File: config.mk
export PLATFORM = sky130hd
export DESIGN_NAME = result_dump_reader
export DESIGN_NICKNAME = d
export VERILOG_FILES = /design/src/rtl/result_dump_reader_pkg.sv /design/src/rtl/result_dump_reader_dump_addr_gen.sv /design/src/rtl/result_dump_reader.sv
export SDC_FILE = /design/constraint.sdc
export NUM_CORES = 1
export LEC_CHECK = 0
export ABC_AREA = 1
export CORE_MARGIN = 2
export CORE_UTILIZATION = 51
export CTS_CLUSTER_DIAMETER = 150
export CTS_CLUSTER_SIZE = 28
export DETAILED_ROUTE_END_ITERATION = 8
export DONT_BUFFER_PORTS = 1
export PLACE_DENSITY = 0.66
export SYNTH_ARGS = -nofsm -noshare
export SYNTH_HDL_FRONTEND = slang
export SYNTH_SLANG_ARGS = --single-unit
File: constraint.sdc
create_clock -name clk -period 3.5 [get_ports clk]
set_clock_uncertainty 0.05 [all_clocks]
set_input_delay 1.05 -clock clk [delete_from_list [all_inputs] [get_ports clk]]
set_output_delay 1.05 -clock clk [all_outputs]
set_load 0.02 [all_outputs]
File: src/rtl/result_dump_reader_pkg.sv
// Shared definitions for the result dump reader: FSM states, byte-split
// constants and address-geometry defaults common with the data memory.
package result_dump_reader_pkg;

    localparam int ADDR_W_DEF     = 12;
    localparam int ROW_STRIDE_DEF = 64;
    localparam int DIM_W_DEF      = 7;
    localparam int WORD_W         = 12;

    localparam logic [3:0] HI_PAD = 4'b0;

    typedef enum logic [2:0] {
        S_IDLE,
        S_ISSUE,
        S_WAIT,
        S_CAPTURE,
        S_SEND_HI,
        S_SEND_LO,
        S_ADVANCE,
        S_FINISH
    } state_t;

endpackage

File: src/rtl/result_dump_reader_dump_addr_gen.sv
// Row/column walker for the dump region: latches geometry on load, registers
// the element address on issue and steps column-first on advance.
module dump_addr_gen #(
    parameter int ADDR_W     = 12,
    parameter int DIM_W      = 7,
    parameter int ROW_STRIDE = 64
) (
    input  logic              clk,
    input  logic              rst_n,
    input  logic              load,
    input  logic [ADDR_W-1:0] base_in,
    input  logic [DIM_W-1:0]  rows_in,
    input  logic [DIM_W-1:0]  cols_in,
    input  logic              issue,
    input  logic              advance,
    output logic [ADDR_W-1:0] addr,
    output logic              last_elem
);
    import result_dump_reader_pkg::*;

    logic [ADDR_W-1:0] base_q, base_d;
    logic [ADDR_W-1:0] addr_q, addr_d;
    logic [DIM_W-1:0]  rows_q, rows_d;
    logic [DIM_W-1:0]  cols_q, cols_d;
    logic [DIM_W-1:0]  r_q, r_d;
    logic [DIM_W-1:0]  c_q, c_d;

    logic [ADDR_W-1:0] row_off;
    logic [ADDR_W-1:0] elem_addr;
    logic              last_col;
    logic              last_row;

    // Row offset and sum are kept at ADDR_W so the address wraps naturally.
    assign row_off   = ADDR_W'(r_q) * ADDR_W'(ROW_STRIDE);
    assign elem_addr = base_q + row_off + ADDR_W'(c_q);
    assign last_col  = (c_q == cols_q - DIM_W'(1));
    assign last_row  = (r_q == rows_q - DIM_W'(1));
    assign last_elem = last_col && last_row;
    assign addr      = addr_q;

    always_comb begin
        base_d = base_q;
        rows_d = rows_q;
        cols_d = cols_q;
        r_d    = r_q;
        c_d    = c_q;
        addr_d = addr_q;
        if (load) begin
            base_d = base_in;
            rows_d = rows_in;
            cols_d = cols_in;
            r_d    = '0;
            c_d    = '0;
        end else if (advance) begin
            if (last_col) begin
                c_d = '0;
                r_d = r_q + DIM_W'(1);
            end else begin
                c_d = c_q + DIM_W'(1);
            end
        end
        if (issue) begin
            addr_d = elem_addr;
        end
    end

    always_ff @(posedge clk or negedge rst_n) begin
        if (!rst_n) begin
            base_q <= '0;
            rows_q <= '0;
            cols_q <= '0;
            r_q    <= '0;
            c_q    <= '0;
            addr_q <= '0;
        end else begin
            base_q <= base_d;
            rows_q <= rows_d;
            cols_q <= cols_d;
            r_q    <= r_d;
            c_q    <= c_d;
            addr_q <= addr_d;
        end
    end

endmodule

File: src/rtl/result_dump_reader.sv
// Sweeps a rectangular result region of the data memory readout port and
// streams every 12-bit word as two bytes (high nibble first) to the UART TX.
//
// state    | meaning
// ---------+----------------------------------------------------------
// IDLE     | waiting for start; addr_tb holds its last value
// ISSUE    | register the element address onto addr_tb
// WAIT     | RD_LAT cycles for the memory to register result
// CAPTURE  | latch result, present high byte
// SEND_HI  | hold high byte until accepted, then present low byte
// SEND_LO  | hold low byte until accepted
// ADVANCE  | step column/row, leave after the last element
// FINISH   | one-cycle done pulse
module result_dump_reader #(
    parameter int ROW_STRIDE = 64,
    parameter int RD_LAT     = 1,
    parameter int ADDR_W     = 12,
    parameter int DIM_W      = 7
) (
    input  logic              clk,
    input  logic              rst_n,
    input  logic              start,
    input  logic [ADDR_W-1:0] base_addr,
    input  logic [DIM_W-1:0]  n_rows,
    input  logic [DIM_W-1:0]  n_cols,
    output logic [ADDR_W-1:0] addr_tb,
    input  logic [11:0]       result,
    output logic [7:0]        tx_data,
    output logic              tx_valid,
    input  logic              tx_ready,
    output logic              busy,
    output logic              done
);
    import result_dump_reader_pkg::*;

    state_t      state_q, state_d;
    logic [7:0]  wait_q, wait_d;
    logic [11:0] word_q, word_d;
    logic [7:0]  tx_data_q, tx_data_d;
    logic        tx_valid_q, tx_valid_d;
    logic        busy_q, busy_d;
    logic        done_q, done_d;

    logic        ag_load;
    logic        ag_issue;
    logic        ag_advance;
    logic        last_elem;

    dump_addr_gen #(
        .ADDR_W     (ADDR_W),
        .DIM_W      (DIM_W),
        .ROW_STRIDE (ROW_STRIDE)
    ) u_addr_gen (
        .clk       (clk),
        .rst_n     (rst_n),
        .load      (ag_load),
        .base_in   (base_addr),
        .rows_in   (n_rows),
        .cols_in   (n_cols),
        .issue     (ag_issue),
        .advance   (ag_advance),
        .addr      (addr_tb),
        .last_elem (last_elem)
    );

    always_comb begin
        state_d    = state_q;
        wait_d     = wait_q;
        word_d     = word_q;
        tx_data_d  = tx_data_q;
        tx_valid_d = tx_valid_q;
        ag_load    = 1'b0;
        ag_issue   = 1'b0;
        ag_advance = 1'b0;
        case (state_q)
            S_IDLE: begin
                if (start) begin
                    ag_load = 1'b1;
                    if (n_rows == '0 || n_cols == '0) state_d = S_FINISH;
                    else                               state_d = S_ISSUE;
                end
            end
            S_ISSUE: begin
                ag_issue = 1'b1;
                wait_d   = 8'(RD_LAT - 1);
                state_d  = S_WAIT;
            end
            S_WAIT: begin
                if (wait_q == '0) state_d = S_CAPTURE;
                else              wait_d  = wait_q - 8'd1;
            end
            S_CAPTURE: begin
                word_d     = result;
                tx_valid_d = 1'b1;
                tx_data_d  = {HI_PAD, result[11:8]};
                state_d    = S_SEND_HI;
            end
            S_SEND_HI: begin
                // Low byte is loaded on the accepting edge so there is no bubble.
                if (tx_ready) begin
                    tx_data_d = word_q[7:0];
                    state_d   = S_SEND_LO;
                end else begin
                    tx_data_d = {HI_PAD, word_q[11:8]};
                end
            end
            S_SEND_LO: begin
                if (tx_ready) begin
                    tx_valid_d = 1'b0;
                    state_d    = S_ADVANCE;
                end
            end
            S_ADVANCE: begin
                ag_advance = 1'b1;
                state_d    = last_elem ? S_FINISH : S_ISSUE;
            end
            S_FINISH: state_d = S_IDLE;
            default:  state_d = S_IDLE;
        endcase
        busy_d = (state_d != S_IDLE) && (state_d != S_FINISH);
        done_d = (state_d == S_FINISH);
    end

    always_ff @(posedge clk or negedge rst_n) begin
        if (!rst_n) begin
            state_q    <= S_IDLE;
            wait_q     <= '0;
            word_q     <= '0;
            tx_data_q  <= '0;
            tx_valid_q <= 1'b0;
            busy_q     <= 1'b0;
            done_q     <= 1'b0;
        end else begin
            state_q    <= state_d;
            wait_q     <= wait_d;
            word_q     <= word_d;
            tx_data_q  <= tx_data_d;
            tx_valid_q <= tx_valid_d;
            busy_q     <= busy_d;
            done_q     <= done_d;
        end
    end

    assign tx_data  = tx_data_q;
    assign tx_valid = tx_valid_q;
    assign busy     = busy_q;
    assign done     = done_q;

endmodule

# After elaboration in Yosys (flattened, before gate mapping)
# Index checks and enable logic that the tools add are counted.
[totals]
memories = 0
mem_bits_ro = 0
wordCells = 72
ramBits = 0
input_bits = 42
latch_bits = 0
output_inout_bits = 23
reg_bits = 86
[classes]
n_bitwise = 0
div = 0
addsub = 7
mux = 23
n_mul = 0
shifts = 0
n_reduce_logical = 16
eq_ne = 13
magnitude_cmp = 0
[ops]
columns = ["operator", "count"]
rows = [
  ["2-to-1 mux 7 bit", 6],
  ["case mux 8 bit (2 select lines)", 2],
  ["case mux 3 bit (8 select lines)", 1],
  ["2-to-1 mux 3 bit", 6],
  ["2-to-1 mux 8 bit", 2],
  ["equality test 3 bit (second input constant)", 5],
  ["adder 7 x 1 -> 7 bit (second input constant)", 2],
  ["equality test 7 bit", 2],
  ["logical NOT 7 bit", 2],
  ["subtractor 7 x 1 -> 7 bit (second input constant)", 2],
  ["adder 12 bit", 1],
  ["adder 12 x 7 -> 12 bit", 1],
  ["nonzero test 2 bit", 5],
  ["logical NOT 8 bit", 1],
  ["subtractor 8 x 1 -> 8 bit (second input constant)", 1],
  ["equality test 3 x 2 -> 1 bit (second input constant)", 2],
  ["AND reduction 2 bit", 3],
  ["2-to-1 mux 1 bit", 5],
  ["inequality test 2 bit (second input constant)", 2],
  ["equality test 3 x 1 -> 1 bit (second input constant)", 1],
  ["logical NOT 3 bit", 1],
  ["inequality test 3 bit (second input constant)", 1],
  ["nonzero test 3 bit", 1],
  ["logical AND 1 bit", 2],
  ["2 further kinds", 2],
]

# Depth between registers and ports, before layout
[depth]
word_depth = 7
ltp_mapped = 16
ltp_nobuf = 16

# Cells and area by module
# From an unflattened synthesis, not the netlist that was laid out.
[hier_totals]
hier_cells = 653
area_unflattened_um2 = 4983.5
[by_module_without_submodules]
columns = ["mod", "cells_per_inst", "n_inst", "area_per_inst_um2"]
rows = [
  ["dump_addr_gen", 435, 1, 3273.1],
  ["result_dump_reader", 218, 1, 1710.4],
]

# Worst setup path before layout
# Ideal clock, no wire load.
[synth_timing]
path_type = "register to register"
startpoint = "register u_addr_gen.r_q[0]"
endpoint = "register u_addr_gen.addr_q[9] (netlist: u_addr_gen.addr[9])"
arrival_time_ps = 2025
slack_ps = 1295
stages_incl_launch_ff = 10
cell_sequence = "dfrtp_1 -> fa_1 -> ha_1 -> a21oi_1 -> o21ai_0 -> a21oi_1 -> nor2_1 -> nor2_1 -> xor2_1 -> o21ai_1"
[synth_between]
elab_chain_cells = 2
[synth_lines]
columns = ["item", "line", "source"]
rows = [
  ["from (decl)", "result_dump_reader_dump_addr_gen.sv:25", "logic [DIM_W-1:0] r_q, r_d;"],
  ["from (signal assigned)", "result_dump_reader_dump_addr_gen.sv:79", "r_q <= r_d;"],
  ["adder 12 bit", "result_dump_reader_dump_addr_gen.sv:35", "assign elem_addr = base_q + row_off + ADDR_W'(c_q);"],
  ["adder 12 x 7 -> 12 bit", "result_dump_reader_dump_addr_gen.sv:35", ""],
  ["to (signal assigned)", "result_dump_reader_dump_addr_gen.sv:81", "addr_q <= addr_d;"],
  ["to (decl)", "result_dump_reader_dump_addr_gen.sv:22", "logic [ADDR_W-1:0] addr_q, addr_d;"],
]
# Every way passes these cells.
# A chain may end at the register's enable or synchronous reset.

# Final worst setup path
[layout_timing]
startpoint = "register u_addr_gen.c_q[3]"
endpoint = "register u_addr_gen.addr_q[8] (netlist: u_addr_gen.addr[8])"
[layout_between]
elab_chain_cells = 1
[layout_lines]
columns = ["item", "line", "source"]
rows = [
  ["from (decl)", "result_dump_reader_dump_addr_gen.sv:26", "logic [DIM_W-1:0] c_q, c_d;"],
  ["from (signal assigned)", "result_dump_reader_dump_addr_gen.sv:73", "c_q <= '0;"],
  ["from (signal assigned)", "result_dump_reader_dump_addr_gen.sv:80", "c_q <= c_d;"],
  ["adder 12 x 7 -> 12 bit", "result_dump_reader_dump_addr_gen.sv:35", ""],
]
# Every way passes these cells.

==> results by group <==
Final layout
  – Final antenna diode count: 0
  – Area Growth Syn to Fin: 6.46%
  – Storage element area: roughly 2200 um2
  – Layout cells sized above 1: under 10%
  – Post-layout nets: a little under 700
  – Fillers: just under 900
  – Fin util: ~56%
  – Multi-input logic area: 2430 um2

Setup path
  – R2r setup slk: 1.09 ns
  – CP Launch Type: register
  – CP Launch Point: u_addr_gen.c_q[3]$_DFFE_PN0P_
  – CP required: roughly 3.7 ns
  – Crit path kind: register to register
  – Reg2Reg Launch Point: u_addr_gen.c_q[3]$_DFFE_PN0P_
  – CP arrival: 2.59 ns
  – Setup crit end kind: register
  – Maximum fanout along the worst path: 8

STA
  – Final Slew Violations: 0
  – Slew @ Worst Pin: ~0.55 ns
  – # setup viols final: 0
  – Fin crit share: between 60 and 70%
  – FMAX: between 400 and 500 MHz
  – Slew headroom: between 60 and 70%
  – RSZ-0062 raised after global routing: no
  – Final setup TNS: 0 ns
  – Tmin final: 2.41 ns
  – Hold Fails Final Rpt: 0
  – Hold slack final: 0.318 ns

Route
  – Iter 0 DRT Violations: 148
  – Antenna-violating nets left: 0
  – Total vias in the final route: approximately 4k
  – 1st-pass router iterations: 5
  – Vias/cell: a little over 5
  – DR WL/cell: around 13 um
  – Drt drc: 0
  – DRT Wirelength: about 10000 um

Die
  – Die Width: between 100 and 150 um
  – Top Ports: 65
  – Die height: between 100 and 150 um
  – DIE AREA: about 10000 um2
  – Initial Util: a little over half
  – Core Box Area: roughly 9300 um2
  – Floorplan row count: 35

Yosys
  – Register area share after synthesis: 43.7%
  – Post-Synth Adder-Cell Area: approximately 7%
  – Cell accounting for the most synthesized area: dfrtp_1
  – Most used flip-flop cell after synthesis: dfrtp_1
  – Synth top cells by count: 212 x nand2_1, 86 x dfrtp_1, 70 x inv_1, 42 x nand3_1, 42 x nor2_1
  – Synth cell types: 39
  – Seq cells post-synth: 86
  – Syn Nets: around 700
  – Mux cell area share after synthesis: 0%
  – Ys async rst share: 100%
  – Most numerous cell in the Yosys netlist: nand2_1
  – Synth Cell Area: 4920 um2
  – Synth Area in Compound Gates: slightly above 8%
  – Mean post-synth cell area: 7.85 um2
  – Post-Syn Instances: 627
  – Main combinational cell family by area after synthesis: simple AND/OR/NAND/NOR gates
  – Simple-Gate Fraction of Synth Area: between 20% and 30%
  – Top post-synthesis cells by area: dfrtp_1 44%, nand2_1 16%, ha_1 6.4%
  – Synth warn: 0
  – Top cell type's share of synthesized area: 43.7%
  – Number of synthesized flops with an enable pin: 0
  – XOR/XNOR Fraction of Synth Area: ~4.8%

GRT
  – M3 GR Usage: ~4.2%
  – GR Util met2: between 30% and 40%
  – Total track usage: between 20 and 25%
  – Overflow after GRT: 0
  – Vias in the first global route: about 3.6k
  – Initial antenna violation count: 0
  – Largest net degree at the start of global routing: 87
  – Met1 GRT Util: 29.1%
  – First-pass GRT wire length: approximately 17000 um
  – GR peak layer: met2

CTS
  – Post-CTS setup buffers: 0
  – CTS tree: yes
  – Clock latency on the worst-skew pair: ~0.36 ns
  – H-tree Lvls: 3
  – Clock tree buffer depth: 2
  – Root buffer cell: clkbuf_8
  – Clock transition at path regs: roughly 0.090 ns
  – Sink Count: 86
  – Hold-fix buffers at CTS: 0
  – Resize count post-CTS: 0
  – CTS Buf Count: 9

Run
  – Max Cap Viol: 0

Pwr
  – Tot Pwr: ~4.5 mW
  – Static Leakage: about 2.7 nW
  – Peak supply drop: around 0.37 mV
  – Cell Pwr Density: 851 nW/um2

Placed design
  – HPWL Detailed: around 7500 um
  – Placer Congestion: slightly below 0.9
  – I/O Buffers: 0

Worst hold path
  – Hold WC Path Type: primary input to asynchronous set/reset pin

Status
  – Status: finished clean
## cell usage in the layout, fill, tap and decap left out, drive strengths merged, types with 2 or more instances in the layout
cell type  count
nand3b         2
nand2        214
a31oi          2
fa             2
a21o           3
ha            25
clkinvlp       2
o211ai         4
inv           73
nor3b          2
o31ai          2
o21ai         47
clkinv         3
a21oi          9
nor2          49
dfrtp         86
nor3           7
xnor2          7
xor2          20
nand3         44
nand4         11
buf            3
clkbuf         9
## through the flow
| stage | std cells | setup slack (ns) | instance area, um2 |
|---|---|---|---|
| 2_1_floorplan | 627 | 1.29 | 4920 |
| 3_3_place_gp | 745 | 1.18 | 5030 |
| 3_5_place_dp | 745 | 1.13 | 5030 |
| 4_1_cts | 761 | 1.11 | 5240 |
| 5_1_grt | 761 | 0.905 | 5240 |
| 6_report | 761 | 1.09 | 5240 |
## sequential cells by signal, summed over array words and instances, names as in the netlist
signal and cells:
busy 1, wait_q 8, u_addr_gen.r_q 7, state_q 3
u_addr_gen.base_q 12, u_addr_gen.rows_q 7, u_addr_gen.addr 12, tx_data 8
done 1, word_q 12, u_addr_gen.c_q 7, u_addr_gen.cols_q 7
tx_valid 1
## cell families after synthesis
kind of cell / count (synthesis)
buffers and inverters: 86
AO/OA/AOI/OAI: 70
AND/OR/NAND/NOR: 331
flip-flops: 86
adder cells (fa/ha/maj): 27
XOR/XNOR: 27
## path summary, 6_finish.rpt
check / cells after the start / to
setup / recovery: 9 / u_addr_gen.addr[8]$_DFFE_PN0P_
hold / removal: 0 / u_addr_gen.addr[3]$_DFFE_PN0P_
setup reg to reg: 9 / u_addr_gen.addr[8]$_DFFE_PN0P_
hold reg to reg: 2 / word_q[0]$_DFFE_PN0P_
max in group asynchronous: 0 / u_addr_gen.cols_q[2]$_DFFE_PN0P_
min in group clk: 2 / word_q[0]$_DFFE_PN0P_
## final cells by class
type                    instances  share of cell area [%]
well taps                     129                    3.08
multi-input cells             455                    46.4
clock inverters                 7                    1.53
repair buffers                  3                   0.430
flip-flops and latches         86                    41.1
clock buffers                   9                    2.36
inverters                      72                    5.16
## power by group
part / internal, mW / leakage, nW / switching, mW
Combinational: 0.692 / 1.53 / 1.16
Sequential: 1.40 / 1.10 / 0.475
Clock: 0.337 / 0.0964 / 0.395
Total: 2.43 / 2.72 / 2.03
## metal layers
| metal | wire, um | share of wire, % | vias to the layer above |
|---|---|---|---|
| li1 | - | - | 2008 |
| met1 | 4970 | 49 | 1794 |
| met2 | 4570 | 46 | 86 |
| met3 | 408 | 4.1 | 10 |
| met4 | 95 | 0.95 | 0 |
| met5 | 0 | 0 | - |
## worst max-delay path, stage by stage, from the launching register on
cell and delay, ns:
dfrtp_1 0.48, ha_1 0.34, ha_1 0.38, a21oi_1 0.20
o21ai_0 0.14, a21oi_1 0.25, nor2_1 0.08, nor2_1 0.12
xor2_1 0.16, o21ai_1 0.07
No activity file was read; power rests on OpenSTA's default activity.
